<file path="src/rtl/result_select_unit_if.sv">
// Handshake and data bundle between the EX-stage operand sources, the result
// selector and writeback. The master side feeds ops in; the slave side is the selector.
interface result_select_unit_if #(
    parameter int WIDTH = 32
);
    logic             in_valid;
    logic             in_ready;
    logic [5:0]       funct;
    logic [WIDTH-1:0] alu_out;
    logic [WIDTH-1:0] shift_out;
    logic [WIDTH-1:0] src_a;
    logic [WIDTH-1:0] src_b;
    logic [WIDTH-1:0] data_out;
    logic             out_valid;
    logic             illegal;
    logic             busy;

    modport master (
        output in_valid,
        output funct,
        output alu_out,
        output shift_out,
        output src_a,
        output src_b,
        input  in_ready,
        input  data_out,
        input  out_valid,
        input  illegal,
        input  busy
    );

    modport slave (
        input  in_valid,
        input  funct,
        input  alu_out,
        input  shift_out,
        input  src_a,
        input  src_b,
        output in_ready,
        output data_out,
        output out_valid,
        output illegal,
        output busy
    );
endinterface

</file>
<file path="src/rtl/result_select_unit.sv">
// EX-stage result selector: picks ALU/shifter results by funct, runs MULTU as a
// WIDTH-step shift-add into HI/LO, and serves MFHI/MFLO with a registered valid pulse.
module result_select_unit #(
    parameter int WIDTH = 32,
    parameter int CW    = 6
) (
    input  logic                 clk,
    input  logic                 rst,
    result_select_unit_if.slave  bus
);

    localparam logic [5:0] F_AND   = 6'b100100;
    localparam logic [5:0] F_OR    = 6'b100101;
    localparam logic [5:0] F_ADD   = 6'b100000;
    localparam logic [5:0] F_SUB   = 6'b100010;
    localparam logic [5:0] F_SLT   = 6'b101010;
    localparam logic [5:0] F_SLL   = 6'b000000;
    localparam logic [5:0] F_MFHI  = 6'b010000;
    localparam logic [5:0] F_MFLO  = 6'b010010;
    localparam logic [5:0] F_MULTU = 6'b011001;

    localparam logic [CW-1:0] LAST_STEP = CW'(WIDTH - 1);

    typedef enum logic {
        IDLE,
        MULT
    } state_t;

    state_t               state_q, state_d;
    logic [WIDTH-1:0]     hi_q, hi_d;
    logic [WIDTH-1:0]     lo_q, lo_d;
    logic [WIDTH-1:0]     data_q, data_d;
    logic                 out_valid_q, out_valid_d;
    logic                 illegal_q, illegal_d;
    logic                 busy_q, busy_d;
    logic [CW-1:0]        cnt_q, cnt_d;
    logic [2*WIDTH-1:0]   mcand_q, mcand_d;
    logic [WIDTH-1:0]     mplier_q, mplier_d;
    logic [2*WIDTH-1:0]   acc_q, acc_d;

    logic                 accept;
    logic [2*WIDTH-1:0]   step_sum;

    assign accept   = bus.in_valid && (state_q == IDLE);

    // Multiplicand is pre-shifted and the multiplier consumed LSB-first, so each
    // step only ever looks at mplier_q[0] and adds mcand_q unshifted.
    assign step_sum = acc_q + (mplier_q[0] ? mcand_q : '0);

    always_comb begin
        state_d     = state_q;
        hi_d        = hi_q;
        lo_d        = lo_q;
        data_d      = data_q;
        out_valid_d = 1'b0;
        illegal_d   = 1'b0;
        busy_d      = busy_q;
        cnt_d       = cnt_q;
        mcand_d     = mcand_q;
        mplier_d    = mplier_q;
        acc_d       = acc_q;

        case (state_q)
            IDLE: begin
                if (accept) begin
                    case (bus.funct)
                        F_AND, F_OR, F_ADD, F_SUB, F_SLT: begin
                            data_d      = bus.alu_out;
                            out_valid_d = 1'b1;
                        end
                        F_SLL: begin
                            data_d      = bus.shift_out;
                            out_valid_d = 1'b1;
                        end
                        F_MFHI: begin
                            data_d      = hi_q;
                            out_valid_d = 1'b1;
                        end
                        F_MFLO: begin
                            data_d      = lo_q;
                            out_valid_d = 1'b1;
                        end
                        F_MULTU: begin
                            mcand_d  = {{WIDTH{1'b0}}, bus.src_a};
                            mplier_d = bus.src_b;
                            acc_d    = '0;
                            cnt_d    = '0;
                            busy_d   = 1'b1;
                            state_d  = MULT;
                        end
                        default: begin
                            data_d      = '0;
                            out_valid_d = 1'b1;
                            illegal_d   = 1'b1;
                        end
                    endcase
                end
            end

            MULT: begin
                acc_d    = step_sum;
                mcand_d  = mcand_q << 1;
                mplier_d = mplier_q >> 1;
                cnt_d    = cnt_q + CW'(1);
                if (cnt_q == LAST_STEP) begin
                    hi_d        = step_sum[2*WIDTH-1:WIDTH];
                    lo_d        = step_sum[WIDTH-1:0];
                    data_d      = step_sum[WIDTH-1:0];
                    out_valid_d = 1'b1;
                    busy_d      = 1'b0;
                    state_d     = IDLE;
                end
            end

            default: begin
                busy_d  = 1'b0;
                state_d = IDLE;
            end
        endcase
    end

    always_ff @(posedge clk or posedge rst) begin
        if (rst) begin
            state_q     <= IDLE;
            hi_q        <= '0;
            lo_q        <= '0;
            data_q      <= '0;
            out_valid_q <= 1'b0;
            illegal_q   <= 1'b0;
            busy_q      <= 1'b0;
            cnt_q       <= '0;
            mcand_q     <= '0;
            mplier_q    <= '0;
            acc_q       <= '0;
        end else begin
            state_q     <= state_d;
            hi_q        <= hi_d;
            lo_q        <= lo_d;
            data_q      <= data_d;
            out_valid_q <= out_valid_d;
            illegal_q   <= illegal_d;
            busy_q      <= busy_d;
            cnt_q       <= cnt_d;
            mcand_q     <= mcand_d;
            mplier_q    <= mplier_d;
            acc_q       <= acc_d;
        end
    end

    assign bus.in_ready  = (state_q == IDLE);
    assign bus.data_out  = data_q;
    assign bus.out_valid = out_valid_q;
    assign bus.illegal   = illegal_q;
    assign bus.busy      = busy_q;

endmodule
</file>
<file path="src/flat_wrapper.sv">
// flat-port wrapper written by rule: the top's interface ports become plain ports
module result_select_unit_flat 
#(
    parameter int WIDTH = 32,
    parameter int CW    = 6
)
  (clk, rst, bus_in_valid, bus_funct, bus_alu_out, bus_shift_out, bus_src_a, bus_src_b, bus_in_ready, bus_data_out, bus_out_valid, bus_illegal, bus_busy);
  result_select_unit_if #(.WIDTH(WIDTH)) bus_i ();
  input  logic clk;
  input  logic rst;
  input wire logic [$bits(bus_i.in_valid)-1:0] bus_in_valid;
  input wire logic [$bits(bus_i.funct)-1:0] bus_funct;
  input wire logic [$bits(bus_i.alu_out)-1:0] bus_alu_out;
  input wire logic [$bits(bus_i.shift_out)-1:0] bus_shift_out;
  input wire logic [$bits(bus_i.src_a)-1:0] bus_src_a;
  input wire logic [$bits(bus_i.src_b)-1:0] bus_src_b;
  output wire logic [$bits(bus_i.in_ready)-1:0] bus_in_ready;
  output wire logic [$bits(bus_i.data_out)-1:0] bus_data_out;
  output wire logic [$bits(bus_i.out_valid)-1:0] bus_out_valid;
  output wire logic [$bits(bus_i.illegal)-1:0] bus_illegal;
  output wire logic [$bits(bus_i.busy)-1:0] bus_busy;
  assign bus_i.in_valid = bus_in_valid;
  assign bus_i.funct = bus_funct;
  assign bus_i.alu_out = bus_alu_out;
  assign bus_i.shift_out = bus_shift_out;
  assign bus_i.src_a = bus_src_a;
  assign bus_i.src_b = bus_src_b;
  assign bus_in_ready = bus_i.in_ready;
  assign bus_data_out = bus_i.data_out;
  assign bus_out_valid = bus_i.out_valid;
  assign bus_illegal = bus_i.illegal;
  assign bus_busy = bus_i.busy;
  result_select_unit #(.WIDTH(WIDTH), .CW(CW)) u_core (.clk(clk), .rst(rst), .bus(bus_i));
endmodule
</file>
<file path="config.mk">
export PLATFORM = sky130hd
export DESIGN_NAME = result_select_unit_flat
export DESIGN_NICKNAME = d
export VERILOG_FILES = /design/src/rtl/result_select_unit_if.sv /design/src/rtl/result_select_unit.sv /design/src/flat_wrapper.sv
export SDC_FILE = /design/constraint.sdc
export NUM_CORES = 1
export LEC_CHECK = 0
export BUFFER_PORTS_ARGS = -buffer_cell sky130_fd_sc_hd__clkbuf_2
export CORE_ASPECT_RATIO = 0.5
export CORE_MARGIN = 3
export CORE_UTILIZATION = 55
export CTS_BUF_LIST = sky130_fd_sc_hd__clkbuf_4
export CTS_CLUSTER_DIAMETER = 50
export DETAILED_ROUTE_END_ITERATION = 12
export PLACE_DENSITY = 0.8
export SLEW_MARGIN = 10
export SYNTH_ARGS = -nofsm -noshare
export SYNTH_HDL_FRONTEND = slang
export SYNTH_SLANG_ARGS = --single-unit
export TNS_END_PERCENT = 10
</file>
<file path="constraint.sdc">
create_clock -name clk -period 9.3 [get_ports clk]
set_clock_uncertainty 0.05 [all_clocks]
set_input_delay 0.465 -clock clk [delete_from_list [all_inputs] [get_ports clk]]
set_output_delay 0.465 -clock clk [all_outputs]
set_load 0.005 [all_outputs]
</file>
### Word level (Yosys, flattened, before mapping)

Index checks and enable logic that the tools add are counted.
Widths: inputs -> output; s select.

| storage, ports and cells | value |
|---|---|
| bits in registers | 266 |
| logic and storage cells | 67 |
| output and inout bits | 36 |

| operators by class | value |
|---|---|
| multiplexer cells | 32 |
| $add $sub $neg | 2 |
| equality and inequality tests | 13 |
| bitwise gates (word level) | 1 |
| reductions and logical operators | 8 |

Operators by type and width:

| kind | number |
|---|---|
| $mux 64 | 5 |
| $pmux 64 s2 | 2 |
| $pmux 32 s5 | 1 |
| $mux 32 | 4 |
| $pmux 32 s2 | 2 |
| $add 64x64->64 | 1 |
| $eq 6x6->1 const B | 5 |
| $eq 6x5->1 const B | 4 |
| $mux 1 | 12 |
| $mux 6 | 2 |
| $pmux 6 s2 | 1 |
| $reduce_or 9->1 | 1 |
| $add 6x1->6 const B | 1 |
| $logic_not 6->1 | 1 |
| $pmux 1 s2 | 3 |
| $reduce_and 3->1 | 2 |
| $reduce_or 5->1 | 1 |
| $ne 2x1->1 const B | 2 |
| $ne 2x2->1 const B | 2 |
| $reduce_and 2->1 | 2 |
| $logic_and 1x1->1 | 1 |
| $not 1->1 | 1 |

### Logic depth before layout (Yosys ltp)

Gate-level depths: netlist of the first run.

| logic depth | value |
|---|---|
| depth in word-level cells | 5 |
| mapped depth | 13 |

### Worst setup path before layout of the first run

Ideal clock, no wire load.

| path | value |
|---|---|
| path kind | register -> register |
| start point | register u_core.mplier_q[0] |
| end point | register u_core.acc_q[63] |
| cell stages (with the launch flop) | 14 |
| buffers on the path | 3 |
| path slack | 5.907 ns |
| arrival time | 3.222 ns |
| data required time | 9.129 ns |
| path through | dfrtp_1 -> clkbuf_1 -> clkbuf_1 -> and2_1 -> ha_1 -> buf_6 -> a21o_1 -> a21o_1 -> a2111oi_4 -> o21ai_2 -> nor4_4 -> nor3b_1 -> or3_1 -> a32o_2 |

| between the ends | value |
|---|---|
| longest elaborated chain between the ends | 3 |

RTL lines:

| element | line | RTL |
|---|---|---|
| start, declared | result_select_unit.sv:38 | `logic [WIDTH-1:0] mplier_q, mplier_d;` |
| start signal, assigned | result_select_unit.sv:145 | `mplier_q <= mplier_d;` |
| $mux 64 | result_select_unit.sv:48 | `assign step_sum = acc_q + (mplier_q[0] ? mcand_q : '0);` |
| $add 64x64->64 | result_select_unit.sv:48 |  |
| $pmux 64 s2 | result_select_unit.sv:63 | `case (state_q)` |
| end signal, assigned | result_select_unit.sv:134 | `acc_q <= '0;` |
| end signal, assigned | result_select_unit.sv:146 | `acc_q <= acc_d;` |
| end, declared | result_select_unit.sv:39 | `logic [2*WIDTH-1:0] acc_q, acc_d;` |

Every way passes these cells.
A chain may end at the register's enable or synchronous reset.

### Worst setup path after layout of the first run

| path | value |
|---|---|
| start point | register u_core.mplier_q[0] |
| end point | register u_core.hi_q[22] |

| between the ends | value |
|---|---|
| longest elaborated chain between the ends | 2 |

RTL lines:

| element | line | RTL |
|---|---|---|
| $mux 64 | result_select_unit.sv:48 |  |
| $add 64x64->64 | result_select_unit.sv:48 |  |
| end signal, assigned | result_select_unit.sv:137 | `hi_q <= hi_d;` |
| end, declared | result_select_unit.sv:30 | `logic [WIDTH-1:0] hi_q, hi_d;` |

Every way passes these cells.

==> impl_metrics.csv, run 1 <==
group,metric,value,unit
detailed_routing,final_antenna_net_count,0,
critical_path,start_kind,"flip-flop",
timing,slew_violations,0,
clock_tree,cts.clk_slew.worst_paths,80,ps
detailed_routing,wl,49.8,mm
logic_synthesis,synth-async-reset-ratio,100,%
clock_tree,clk-insertion-delay-late,800,ps
floorplan,die_area,31600,um2
hold_path,hp-class,"in2reg",
logic_synthesis,synth_cells,1858,
global_route,grt_pass1_vias,14547,
detailed_routing,avgViaCountPerCell,6.14,
logic_synthesis,avgSynthCellArea,8.71,um2
global_route,grt-ovfl-total,0,
clock_tree,cts_max_path_buffers,3,
timing,relSlewSlack,24.4,%
run_status,status,"finished, final reports clean",
logic_synthesis,synthMuxAreaShare,4.87,%
critical_path,cpPeakStageDelay,640,ps
floorplan,die_height,127,um
critical_path,worst_ep_required_time,9900,ps
logic_synthesis,ys_seq_elements,266,
clock_tree,hold_buffers,66,
timing,rsz0062_at_grt,"no",
critical_path,crit_buf_inv,1,
logic_synthesis,synth_nets,2060,
power,vdd_drop_max,102,uV
timing,setup_tns,0,ps
logic_synthesis,synth_xor_area_share,2.11,%
placed_design,hpwl,34.0,mm
flow_run,cap_violations,0,
timing,setup_viol,0,
logic_synthesis,synth.cell_area,16200,um2
critical_path,crit_family,"compound AO/OA/AOI/OAI gates",
final_layout,final_cell_mix,"nand2_1 (377), dfrtp_1 (265), clkbuf_2 (172)",
power,powerDensity,210,nW/um2
critical_path,worstPathArrival,4730,ps
clock_tree,cts_buffers,60,
logic_synthesis,synth_warnings,0,
logic_synthesis,synth_top_flop_cell,"dfrtp_1",
floorplan,ios,173,
detailed_routing,route.detailed.drc,0,
clock_tree,cts_root_buf,"clkbuf_4",
global_route,grt_util_all_layers,31.1,%
clock_tree,cts_setup_buffers,0,
floorplan,start_util,57.2,%
floorplan,fp.coreArea,28300,um2
critical_path,cp_slowest_cell,"or4_1",
timing,worst_slew_pin_slew,1130,ps
timing,fin_crit_sh,44.4,%
global_route,grt_pass1_wl,79.2,mm
timing,period_minus_slack,4130,ps
detailed_routing,vias,15266,
timing,hold_viol,0,
clock_tree,htree_num_levels,2,
floorplan,rows,43,
global_route,grt_max_degree,121,
logic_synthesis,synth_seq_area_share,41.2,%
final_layout,final_common_cell,"nand2_1",
logic_synthesis,synth_edf_count,0,
logic_synthesis,synth_simple_gate_area_share,20.4,%
placed_design,gp_congestion,1.00,
critical_path,crit_chain,"buf_4 > and2_1 > ha_1 > fa_1 > a21oi_1 > o211ai_1 > a31o_1 > or4_1 > nand4_1 > a21boi_1 > o21a_1 > o31ai_1",
critical_path,path_max_fanout,64,
clock_tree,ctsResizeCount,0,
final_layout,fin_nets,2256,
detailed_routing,wl_per_cell,20.0,um
global_route,antenna_found_initial,1,
clock_tree,cts.sinks,266,
power,p_leak,9.19,nW
detailed_routing,drt-initial-drc-count,1797,
timing,fmax,0.242,GHz
logic_synthesis,synth_compound_area_share,22.6,%
detailed_routing,drtPass1Iterations,10,
clock_tree,cts_tree,"done",
critical_path,cp-end-kind,"flip-flop",
floorplan,die_w,249,um
power,power,3.90,mW
final_layout,drive_gt1_share,15.9,%
logic_synthesis,synthAdderAreaFrac,5.07,%
logic_synthesis,synth_top_family_by_area,"compound AO/OA/AOI/OAI gates",
final_layout,area_growth_syn_to_layout,15.0,%
critical_path,criticalPathCategory,"reg2reg",
logic_synthesis,synth.distinct_cells,81,
placed_design,io_buffer_count,172,
==> tightest hold or removal path, cell delays in order <==
cell,delay [ps]
clkbuf_2,120
nand4b_1,100
o21ai_0,110
nor2_1,50
==> synth_stat cells, types with 5 or more instances <==
master | number | area, um2
a211oi_1 | 7 | 52.6
a21boi_0 | 7 | 52.6
a21o_1 | 41 | 308
a21oi_1 | 127 | 636
a221o_1 | 6 | 60.1
a222oi_1 | 32 | 320
a22o_1 | 28 | 245
a31oi_1 | 14 | 87.6
and2_1 | 75 | 469
and3_1 | 15 | 93.8
buf_1 | 11 | 41.3
buf_2 | 11 | 55.1
clkbuf_1 | 93 | 349
clkbuf_8 | 6 | 82.6
dfrtp_1 | 266 | 6660
ha_1 | 64 | 801
inv_1 | 18 | 67.6
mux2_2 | 14 | 158
mux2i_1 | 63 | 631
nand2_1 | 378 | 1420
nand2b_1 | 5 | 31.3
nand3_1 | 41 | 205
nand4_1 | 33 | 206
nand4b_1 | 5 | 43.8
nor2_1 | 74 | 278
nor2b_1 | 5 | 31.3
nor3_1 | 26 | 130
nor4_1 | 11 | 68.8
o211ai_1 | 8 | 60.1
o21a_1 | 14 | 105
o21ai_0 | 157 | 786
o21ai_1 | 29 | 145
o21bai_1 | 13 | 97.6
o31ai_1 | 21 | 158
or3_1 | 16 | 100
xnor2_1 | 18 | 158
xor2_1 | 21 | 184
==> per-stage QoR <==
stage	hold slack [ps]	setup slack [ps]	util (%)	instance area (um2)	instances
2_1_floorplan	395	1460	-	16200	1858
3_3_place_gp	401	5390	60.7	17200	2308
3_5_place_dp	414	5280	60.7	17200	2308
4_1_cts	4.88	5220	65.7	18600	2484
5_1_grt	69.7	4960	65.7	18600	2485
6_report	39.8	5170	65.7	18600	2485
==> logic make-up after synthesis <==
family	after synthesis
xor gates and xnor gates	39
adders and majority gates	65
and+or+nand+nor	711
DFF	266
AOI/OAI and AO/OA	559
buffers and inverters	141
muxes	77
==> final cells by class <==
| type | instances | area (um2) |
|---|---|---|
| Inverter | 19 | 78.8 |
| Timing Repair Buffer | 256 | 1670 |
| Clock inverter | 19 | 82.6 |
| Sequential cell | 266 | 6660 |
| Tap cell | 382 | 478 |
| Multi-Input combinational cell | 1451 | 8950 |
| Antenna cell | 1 | 2.50 |
| Fill cell | 2397 | 9690 |
| Clock buffer | 91 | 683 |
==> sequential cells by signal (all words and copies together), names as in the netlist <==
register,cells
u_core.acc_q,64
u_core.mcand_q,64
u_core.bus.data_out,32
u_core.hi_q,32
u_core.lo_q,32
u_core.mplier_q,32
u_core.cnt_q,6
u_core.bus.busy,1
u_core.bus.illegal,1
u_core.bus.out_valid,1
u_core.state_q,1
==> power by group <==
part / internal, mW / leakage [nW] / switching (mW)
clock network: 0.448 / 0.459 / 0.497
logic: 0.468 / 5.16 / 0.769
registers: 1.46 / 3.58 / 0.255
==> metal layers <==
| layer | GRT usage [%] | part of all wire (%) | wire, um | vias up |
|---|---|---|---|---|
| met1 | 43.8 | 44 | 21800 | 7325 |
| met2 | 49.6 | 45 | 22300 | 687 |
| met3 | 5.96 | 9.0 | 4490 | 93 |
| met5 | 0 | 0 | 0 | - |
| met4 | 9.01 | 2.5 | 1250 | 0 |
| li1 | - | - | - | 7161 |
==> worst paths after layout <==
path	startpoint	end	slack (ps)	cells past startpoint
min in group asynchronous	rst	u_core.bus.data_out[6]	230	3
max	u_core.mplier_q[0]	u_core.hi_q[22]	5170	12
min	bus_funct[5]	u_core.bus.illegal	40	4
min reg2reg	u_core.mplier_q[3]	u_core.mplier_q[2]	410	2
max reg2reg	u_core.mplier_q[0]	u_core.hi_q[22]	5170	12
max in group asynchronous	rst	u_core.mcand_q[57]	7580	4
No activity file was read; power rests on OpenSTA's default activity.
==> run 2: changes to the inputs <==
--- a/config.mk
+++ b/config.mk
@@ -5,6 +5,7 @@
 export SDC_FILE = /design/constraint.sdc
 export NUM_CORES = 1
 export LEC_CHECK = 0
+export ABC_AREA = 1
 export BUFFER_PORTS_ARGS = -buffer_cell sky130_fd_sc_hd__clkbuf_2
 export CORE_ASPECT_RATIO = 0.5
 export CORE_MARGIN = 3
==> constraint.sdc (replaced) <==
create_clock -name clk -period 4 [get_ports clk]
set_clock_uncertainty 0.05 [all_clocks]
set_input_delay 0.2 -clock clk [delete_from_list [all_inputs] [get_ports clk]]
set_output_delay 0.2 -clock clk [all_outputs]
set_load 0.005 [all_outputs]
==> impl_metrics.csv, run 2 <==
group,metric,value,unit
critical_path,cp_common_cell,"nand2_1",
timing,fmax,0.303,GHz
clock_tree,cts.clk_slew.worst_paths,90,ps
power,vdd_drop_max,245,uV
clock_tree,cts_buffers,60,
global_route,grt_util_all_layers,36.5,%
detailed_routing,wl_per_cell,17.8,um
hold_path,hp-class,"in2reg",
critical_path,start_kind,"flip-flop",
detailed_routing,wl,62.5,mm
placed_design,gp_congestion,1.09,
detailed_routing,vias,18843,
logic_synthesis,synth.distinct_cells,41,
critical_path,crit_family,"simple AND/OR/NAND/NOR gates",
clock_tree,cts_root_buf,"clkbuf_4",
detailed_routing,route.detailed.drc,0,
detailed_routing,drtPass1Iterations,6,
logic_synthesis,synth_common_cells,"nand2_1 (1,155), inv_1 (468), dfrtp_1 (266)",
logic_synthesis,avgSynthCellArea,6.46,um2
logic_synthesis,synth_edf_count,0,
detailed_routing,final_antenna_net_count,0,
timing,worst_slew_pin_slew,1250,ps
global_route,grt-ovfl-total,0,
final_layout,final_common_cell,"nand2_1",
logic_synthesis,synth_area_leaders,"dfrtp_1 (38%), nand2_1 (24%), inv_1 (9.9%)",
timing,slew_violations,0,
critical_path,cp_slowest_cell,"dfrtp_2",
clock_tree,cts.sinks,266,
logic_synthesis,yosysMostFrequentCell,"nand2_1",
timing,setup_ws,694,ps
timing,rsz0062_at_grt,"no",
critical_path,criticalPathCategory,"reg2reg",
logic_synthesis,netlist.area_leader.share,37.6,%
floorplan,die_height,133,um
floorplan,fp.coreArea,31000,um2
power,p_leak,12.6,nW
floorplan,start_util,57.1,%
timing,period_minus_slack,3310,ps
logic_synthesis,synth_seq_area_share,37.6,%
placed_design,placed_cells,3261,
logic_synthesis,synth_top_area_cell,"dfrtp_1",
timing,relSlewSlack,16.8,%
logic_synthesis,synth_warnings,0,
critical_path,cpPeakStageDelay,650,ps
logic_synthesis,synth_nets,2940,
clock_tree,htree_num_levels,2,
critical_path,crit_buf_inv,1,
detailed_routing,avgViaCountPerCell,5.37,
final_layout,fin_nets,3238,
global_route,grt_max_degree,107,
final_layout,final_cell_area,21200,um2
timing,setup_tns,0,ps
placed_design,dp_slack,846,ps
floorplan,ios,173,
clock_tree,cts_tree,"done",
critical_path,worst_ep_required_time,4590,ps
flow_run,cap_violations,0,
timing,setup_viol,0,
placed_design,io_buffer_count,172,
global_route,antenna_found_initial,5,
final_layout,final_cell_mix,"nand2_1 (1,155), inv_1 (466), dfrtp_1 (264)",
final_layout,reg.largest.list,"u_core.acc_q: 64 flops, u_core.mcand_q: 64 flops",
placed_design,dpl_cell_area,18900,um2
critical_path,path_max_fanout,31,
clock_tree,clk-insertion-delay-late,780,ps
placed_design,hpwl,45.1,mm
global_route,grt_pass1_wl,98.7,mm
floorplan,rows,45,
detailed_routing,drt-initial-drc-count,2352,
final_layout,fin_cells,3508,
run_status,status,"finished, final reports clean",
global_route,grt_pass1_vias,18142,
power,powerDensity,452,nW/um2
timing,fin_crit_sh,82.6,%
critical_path,cp-end-kind,"flip-flop",
clock_tree,cts_max_path_buffers,3,
final_layout,area_growth_syn_to_layout,19.6,%
logic_synthesis,synth_top_flop_cell,"dfrtp_1",
critical_path,crit_chain,"nand2_1 > inv_1 > ha_1 > fa_1 > nand3_1 > nand3_1 > nand2_1 > nand2_1 > nand2_1 > nand3_2 > xor2_1 > nand2_1 > a21oi_1",
logic_synthesis,synth-async-reset-ratio,100,%
critical_path,worstPathArrival,3900,ps
timing,hold_viol,0,
floorplan,die_area,34500,um2
floorplan,die_w,260,um
timing,holdWs,105,ps
logic_synthesis,synth.cell_area,17700,um2
logic_synthesis,synth_cells,2738,
logic_synthesis,ys_seq_elements,266,
final_layout,drive_gt1_share,10.5,%
run 2: cell count changes in the layout (fill, tap and decap cells not counted), moves of 28 or more:
cell,delta
a21o_1,-40
a21oi_1,-45
a222oi_1,-32
and2_1,-75
dlygate4sd3_1,+69
inv_1,+449
mux2i_1,-63
nand2_1,+778
nand3_1,+182
nor2_1,+86
o21ai_0,-140
o21ai_1,-28
o22ai_1,+29
run 2: final timing paths:
kind	endpoint	cells after the start	slack (ps)	from
max	u_core.bus.data_out[24]	13	690	u_core.mplier_q[0]
min	u_core.acc_q[33]	5	100	bus_in_valid
min in group asynchronous	u_core.mcand_q[11]	4	570	rst
max reg2reg	u_core.bus.data_out[24]	13	690	u_core.mplier_q[0]
min reg2reg	u_core.hi_q[3]	2	430	u_core.hi_q[3]
max in group asynchronous	u_core.acc_q[5]	6	2240	rst
run 2: through the flow:
step                      total power, mW  util [%]
after floorplan                      5.84         -
after global placement               6.84      61.0
after detailed placement             6.91      61.0
after CTS                            9.51      68.2
after global routing                 10.1      68.3
final                                9.57      68.3
run 2: layer usage:
metal  up-vias  routed length, um  part of all wire [%]  track usage, %
met5         -                 13                 0.021               0
met2       976              26500                    42            54.5
li1       9085                  -                     -               -
met4         2               1940                   3.1            11.1
met3       155               7600                    12            10.1
met1      8625              26500                    42            51.7
run 2: kinds of logic (layout without fill, tap and decap cells):
kind of cell             count (synthesis)  in the layout  share of synthesized area [%]
AND/OR/NAND/NOR                       1607           1607                           36.8
buffers and inverters                  571            914                           12.5
flip-flops                             266            266                           37.6
AO/OA/AOI/OAI                          205            205                           7.22
adder cells (fa/ha/maj)                 65             65                           4.64
XOR/XNOR                                24             24                           1.19
other                                    0              4                              0
run 2: power by group:
part           switching [mW]  leakage (nW)  internal, mW
clock network            1.16         0.514          1.35
logic                    2.00          8.57          1.09
registers               0.576          3.53          3.40
total                    3.73          12.6          5.84
run 2: layout make-up:
class                   count  area (um2)
flip-flops and latches    266        6660
clock inverters            16         195
fillers                  2690        9850
repair buffers            328        2440
clock buffers              91         683
well taps                 423         529
inverters                 479        1800
diodes                      4        10.0
multi-input cells        1901        8850
run 2: tightest hold or removal path, stage by stage:
cell and delay (ps):
clkbuf_2 130, a21oi_4 80, buf_4 320, nand2_1 120
nand2_1 50
run 2: timing repair:
action                                  CTS  global route
hold buffers                            135             0
resized for setup                         0             0
endpoints found under the hold margin   193             0
setup buffers                             0             0
endpoints found under the setup margin    0             0
